<file path="config.mk">
export PLATFORM = sky130hd
export DESIGN_NAME = pipeline_sub32
export DESIGN_NICKNAME = d
export VERILOG_FILES = /design/src/rtl/pipeline_sub32.sv
export SDC_FILE = /design/constraint.sdc
export NUM_CORES = 1
export LEC_CHECK = 0
export CAP_MARGIN = 20
export CORE_UTILIZATION = 50
export CTS_CLUSTER_DIAMETER = 200
export DETAILED_ROUTE_END_ITERATION = 16
export GPL_ROUTABILITY_DRIVEN = 1
export PLACE_DENSITY = 0.71
export SYNTH_ARGS = -nofsm -noshare
export SYNTH_HDL_FRONTEND = slang
export SYNTH_SLANG_ARGS = --single-unit
</file>
<file path="constraint.sdc">
create_clock -name clk -period 2.05 [get_ports clk]
set_clock_uncertainty 0.05 [all_clocks]
set_input_delay 0.41 -clock clk [delete_from_list [all_inputs] [get_ports clk]]
set_output_delay 0.41 -clock clk [all_outputs]
set_load 0.01 [all_outputs]
</file>
<file path="src/rtl/pipeline_sub32.sv">
// pipeline_sub32: four-slice byte-serial 32-bit subtractor with valid/ready handshake.
module pipeline_sub32 (
    input  logic        clk,
    input  logic        reset,
    input  logic        in_valid,
    output logic        in_ready,
    input  logic [31:0] num_a,
    input  logic [31:0] num_b,
    input  logic        Bin,
    output logic        out_valid,
    input  logic        out_ready,
    output logic [31:0] DIFF,
    output logic        Bout,
    output logic        V
);
    logic        adv;
    logic [3:0]  v, c;
    logic [31:0] a0, b0;
    logic [31:8] a1, b1;
    logic [31:16] a2, b2;
    logic [31:24] a3, b3;
    logic [7:0]  r1;
    logic [15:0] r2;
    logic [23:0] r3;
    logic [8:0]  s0, s1, s2, s3;
    assign adv      = !out_valid || out_ready;
    assign in_ready = adv;
    // each slice adds a + ~b + carry; carry is the inverted borrow
    assign s0 = {1'b0, a0[7:0]}   + {1'b0, ~b0[7:0]}   + {8'd0, c[0]};
    assign s1 = {1'b0, a1[15:8]}  + {1'b0, ~b1[15:8]}  + {8'd0, c[1]};
    assign s2 = {1'b0, a2[23:16]} + {1'b0, ~b2[23:16]} + {8'd0, c[2]};
    assign s3 = {1'b0, a3[31:24]} + {1'b0, ~b3[31:24]} + {8'd0, c[3]};
    always_ff @(posedge clk) begin
        if (reset) begin
            v         <= '0;
            c         <= '0;
            a0        <= '0;
            b0        <= '0;
            a1        <= '0;
            b1        <= '0;
            a2        <= '0;
            b2        <= '0;
            a3        <= '0;
            b3        <= '0;
            r1        <= '0;
            r2        <= '0;
            r3        <= '0;
            out_valid <= 1'b0;
            DIFF      <= '0;
            Bout      <= 1'b0;
            V         <= 1'b0;
        end else if (adv) begin
            v         <= {v[2:0], in_valid};
            c         <= {s2[8], s1[8], s0[8], ~Bin};
            a0        <= num_a;
            b0        <= num_b;
            a1        <= a0[31:8];
            b1        <= b0[31:8];
            a2        <= a1[31:16];
            b2        <= b1[31:16];
            a3        <= a2[31:24];
            b3        <= b2[31:24];
            r1        <= s0[7:0];
            r2        <= {s1[7:0], r1};
            r3        <= {s2[7:0], r2};
            out_valid <= v[3];
            DIFF      <= {s3[7:0], r3};
            Bout      <= ~s3[8];
            V         <= (a3[31] ^ b3[31]) & (s3[7] ^ a3[31]);
        end
    end
endmodule

</file>
Word-level counts from Yosys, hierarchy flattened
Cells that the tools add are included.
{ "classes": {"addsub": 8, "bitwise_logic": 9, "n_reduce_logical": 2} }
{ "op_table": {"columns": ["operator", "n"], "rows": [
  ["adder 8 x 8 -> 9 bit", 4],
  ["adder 9 x 1 -> 9 bit", 4],
  ["inverter 8 bit", 4],
  ["inverter 1 bit", 2],
  ["XOR 1 bit", 2],
  ["bitwise AND 1 bit", 1],
  ["logical NOT 1 bit", 1],
  ["logical OR 1 bit", 1]
]} }
{ "word_totals": {"in_bits": 69, "word_cells": 36, "ff_bits": 251} }

Logic depth before layout (Yosys ltp)
{ "depth": {"ltp_word": 5, "depth_mapped": 8} }

Least setup slack after synthesis
No wires, ideal clock.
{ "synth_path": {"kind": "flip-flop to flip-flop", "start": "register c[0]", "end": "register c[1]", "path_stages_with_launch": 9, "t_required_ns": 1.897, "slack_ns": -0.221, "t_arrival_ns": 2.118, "path_cell_list": "dfxtp_1 inv_1 fa_1 fa_1 nand2b_1 a211oi_2 o21ai_1 nor4b_4 a2111oi_2"} }
{ "synth_via": {"elab_chain_cells": 1} }
{ "synth_lines": {"columns": ["item", "line_no", "text"], "rows": [
  ["start: declaration", "17", "logic [3:0] v, c;"],
  ["start signal: assignment", "54", "c <= {s2[8], s1[8], s0[8], ~Bin};"],
  ["adder 9 x 1 -> 9 bit", "29", "assign s0 = {1'b0, a0[7:0]} + {1'b0, ~b0[7:0]} + {8'd0, c[0]};"]
]} }
Every way passes these cells.
A chain may end at the register's enable or synchronous reset.

Worst setup path after layout
{ "layout_path": {"start": "register b3[24] (netlist bit)", "end": "register DIFF[30]"} }
{ "layout_via": {"elab_chain_cells": 3} }
{ "layout_lines": {"columns": ["item", "line_no", "text"], "rows": [
  ["start: declaration", "21", "logic [31:24] a3, b3;"],
  ["start signal: assignment", "62", "b3 <= b2[31:24];"],
  ["inverter 8 bit", "32", "assign s3 = {1'b0, a3[31:24]} + {1'b0, ~b3[31:24]} + {8'd0, c[3]};"],
  ["adder 8 x 8 -> 9 bit", "32", null],
  ["adder 9 x 1 -> 9 bit", "32", null],
  ["end signal: assignment", "67", "DIFF <= {s3[7:0], r3};"],
  ["end: declaration", "12", "output logic [31:0] DIFF,"]
]} }
Every way passes these cells.

==> metrics.md <==
| Metric | Value |
|---|---|
| #FFs+latches synth | `251` |
| Routed len/inst | `13.2 um` |
| Fillers | `1747` |
| Post-synthesis cell type count | `39` |
| Peak supply drop | `0.000674 V` |
| Layout cell share with drive strength beyond 1 | `0.109` |
| Worst Setup Start Kind | `flop` |
| Most frequent cells in the layout | `452 x nand2_1, 242 x dfxtp_1, 239 x a21oi_1` |
| Die Height | `144 um` |
| Max Cap Viol | `0` |
| Largest net degree at the start of global routing | `57` |
| Pre-Repair DR Iteration Count | `5` |
| Peak Freq | `450 MHz` |
| Leakage power | `5.00 nW` |
| Met1 wire length | `11200 um` |
| Die area | `20700 um^2` |
| DRC viols | `0` |
| Top post-synthesis cells by area | `dfxtp_1 50%, nand2_1 17%, a21oi_1 12%, ha_1 3.5%, buf_2 2.6%` |
| Top sig layer | `met4` |
| Crit Path Category | `flop to flop` |
| Hold_sp | `reset` |
| Status | `finished with violations` |
| Most frequent CP cell | `fa_2` |
| Slew Viols, Final | `0` |
| Final period util | `1.08` |
| Mapped Area | `10100 um^2` |
| CP Capture Type | `flop` |
| Reg2Reg Depth | `7` |
| Crit path DAT | `2.63 ns` |
| GRT Total Usage | `0.216` |
| Share of the synthesized area in the top cell type | `0.498` |
| Final Hold Fails | `0` |
| Initial antenna violation count | `0` |
| First-pass GRT wire length | `37000 um` |
| Register area share after synthesis | `0.498` |
| P&R area growth vs syn | `25.8%` |
| H-tree Lvls | `1` |
| PD cells | `920 nW/um^2` |
| CP required | `2.46 ns` |
| Worst path max stage delay | `0.43 ns` |
| Relative slew slack | `0.502` |
| Hpwl dp | `14600 um` |
| Ant diodes | `0` |
| Grt ovf | `0` |
| Most common cell after layout, fill and taps aside | `nand2_1` |
| Reg area | `5040 um^2` |
| Via count | `8433` |
| Mapped Avg Cell Area | `7.87 um^2` |
| Vias in the first global route | `7718` |
| Synth warnings | `0` |
| Failing checks | `setup timing` |
| CTS Buffer Depth | `3` |
| Io pins | `105` |
| Total CTS buffers | `26` |
| Buffers & Inverters on Critical Path | `0` |
| Core box area | `19600 um^2` |
| Min-Delay Path Class | `primary input to flop` |
| Reg-to-reg critical path endpoint | `DIFF[30]$_SDFFE_PP0P_` |
| Slew at the pin closest to its max-slew limit | `0.747 ns` |
| Root Driver | `clkbuf_16` |
| CTS Hold Bufs | `0` |
| Chip Width | `144 um` |
| Met3 WL | `891 um` |
| Total power | `11.7 mW` |
| R2r setup slk | `-0.17 ns` |
| Crit-path max FO | `2` |
| Worst-path clk slew | `0.06 ns` |
| Routed Antenna Nets | `0` |
| # rows | `51` |
| Final Wtd Congestion | `0.813` |
| Min-Delay Endpoint | `a0[25]$_SDFFE_PP0P_` |
| Clock sinks | `251` |
| Core Util, Final | `0.648` |
| DR WL met2 | `9640 um` |
| Post-Synthesis Cells | `1281` |
| Tmin final | `2.22 ns` |
| Worst skew pair latency | `0.52 ns` |
| CP delay by family, top | `adder cells` |
| Port-buffer cells | `104` |
| CTS tree | `yes` |
| Vias per cell | `5.05` |
| Setup WS pre-CTS | `-0.201 ns` |
| Hold Path Stages | `2` |
| Final Worst Setup Slack | `-0.172 ns` |
| Crit-path slowest cell | `or4_1` |
| Footprint of the multi-input gates | `4580 um^2` |
| Critical-path cell list | `fa_2 -> fa_2 -> and2b_1 -> o31a_1 -> o21ai_2 -> or4_1 -> nand3_1` |
| Synthesized Nets | `1386` |
| Area leader, netlist | `dfxtp_1` |
| Final WL | `22100 um` |
| Initial core utilization | `0.515` |
| Detailed Route Iter0 Violations | `432` |
| Nets | `1489` |
| Unrepaired setup endpoints after global routing | `yes` |
| Worst reg2reg startpoint | `b3[24]$_SDFFE_PP0P_` |
| Final Setup Violations | `3` |
Yosys cell counts:
library cell,number
a211oi_2,3
and3_1,1
nand4_1,3
inv_2,1
nand4b_1,1
xnor2_1,2
clkbuf_1,32
nand3_1,16
xor2_1,3
nand2_1,452
o21ai_1,11
buf_2,52
o211a_1,1
o21a_1,5
o21ai_0,17
nor4_1,1
or3_1,1
nor4b_1,8
nor4b_4,3
o31a_1,4
a211oi_1,14
nor2_1,39
nor3_1,5
a21oi_1,239
o211ai_1,1
dfxtp_1,251
a31oi_1,4
ha_1,28
a31oi_2,1
nand2b_1,4
o31ai_1,1
or4_1,7
and2b_1,1
a2111oi_2,3
inv_1,47
buf_1,3
nor2b_1,6
or3_2,2
fa_1,8
layout make-up:
class	instances	share of cell area
clock inverters	10	0.0124
well taps	265	0.0261
multi-input cells	895	0.361
clock buffers	38	0.0628
repair buffers	162	0.126
inverters	48	0.0146
flip-flops and latches	251	0.397
how the worst max path moves through the flow:
stage	depth (start not counted)	startpoint	end	slack, ns
4_1_cts	8	a3[24]$_SDFFE_PP0P_	DIFF[30]$_SDFFE_PP0P_	-0.13
3_3_place_gp	8	c[0]$_SDFFE_PP0P_	c[1]$_SDFFE_PP0P_	-0.1
2_1_floorplan	8	c[0]$_SDFFE_PP0P_	c[1]$_SDFFE_PP0P_	-0.04
5_1_grt	7	b3[24]$_SDFFE_PP0P_	DIFF[30]$_SDFFE_PP0P_	-0.27
6_report	7	b3[24]$_SDFFE_PP0P_	DIFF[30]$_SDFFE_PP0P_	-0.17
3_5_place_dp	8	c[0]$_SDFFE_PP0P_	c[1]$_SDFFE_PP0P_	-0.20
state kept, by name, summed over array words and instances, names as in the netlist, 8 cells and up:
signal and count:
DIFF 32, a0 32, b0 32, a1 24
b1 24, r3 24, a2 16, b2 16
r2 16, a3 8, b3 8, r1 8
cell families (layout without fill, tap and decap cells):
family | count (synthesis) | after routing | synth area share
simple gates | 550 | 550 | 0.225
compound gates | 304 | 304 | 0.165
flops | 251 | 251 | 0.498
buf+inv | 135 | 258 | 0.0567
fa+ha+maj | 36 | 36 | 0.0506
xor+xnor | 5 | 5 | 0.00434
per-layer routing:
metal / track usage / up-vias
li1: - / 4416
met1: 0.322 / 3836
met2: 0.331 / 148
met3: 0.0298 / 33
met4: 0.0426 / 0
met5: 0 / -
stage by stage:
step	setup TNS (ns)	cell area (um^2)	std cells	hold WS (ns)
6_report	-0.242	12700	1669	0.186
5_1_grt	-0.737	12700	1669	0.191
2_1_floorplan	-0.0748	10100	1281	0.379
3_5_place_dp	-1.17	11600	1615	0.394
4_1_cts	-0.344	12600	1666	0.174
3_3_place_gp	-0.202	11600	1615	0.389
power breakdown:
group	total (mW)	leakage, nW	internal, mW	switching [mW]
Sequential	5.35	2.07	5.18	0.170
Clock	5.10	0.462	3.19	1.91
Combinational	1.21	2.46	0.629	0.583
Total	11.7	5.00	9.00	2.66
repair_timing:
action,4_1_cts,5_1_grt
gates resized for setup,9,14
pin swaps,15,16
setup buffers,4,4
setup endpoints to repair,6,11
(Power assumes the default switching activity.)
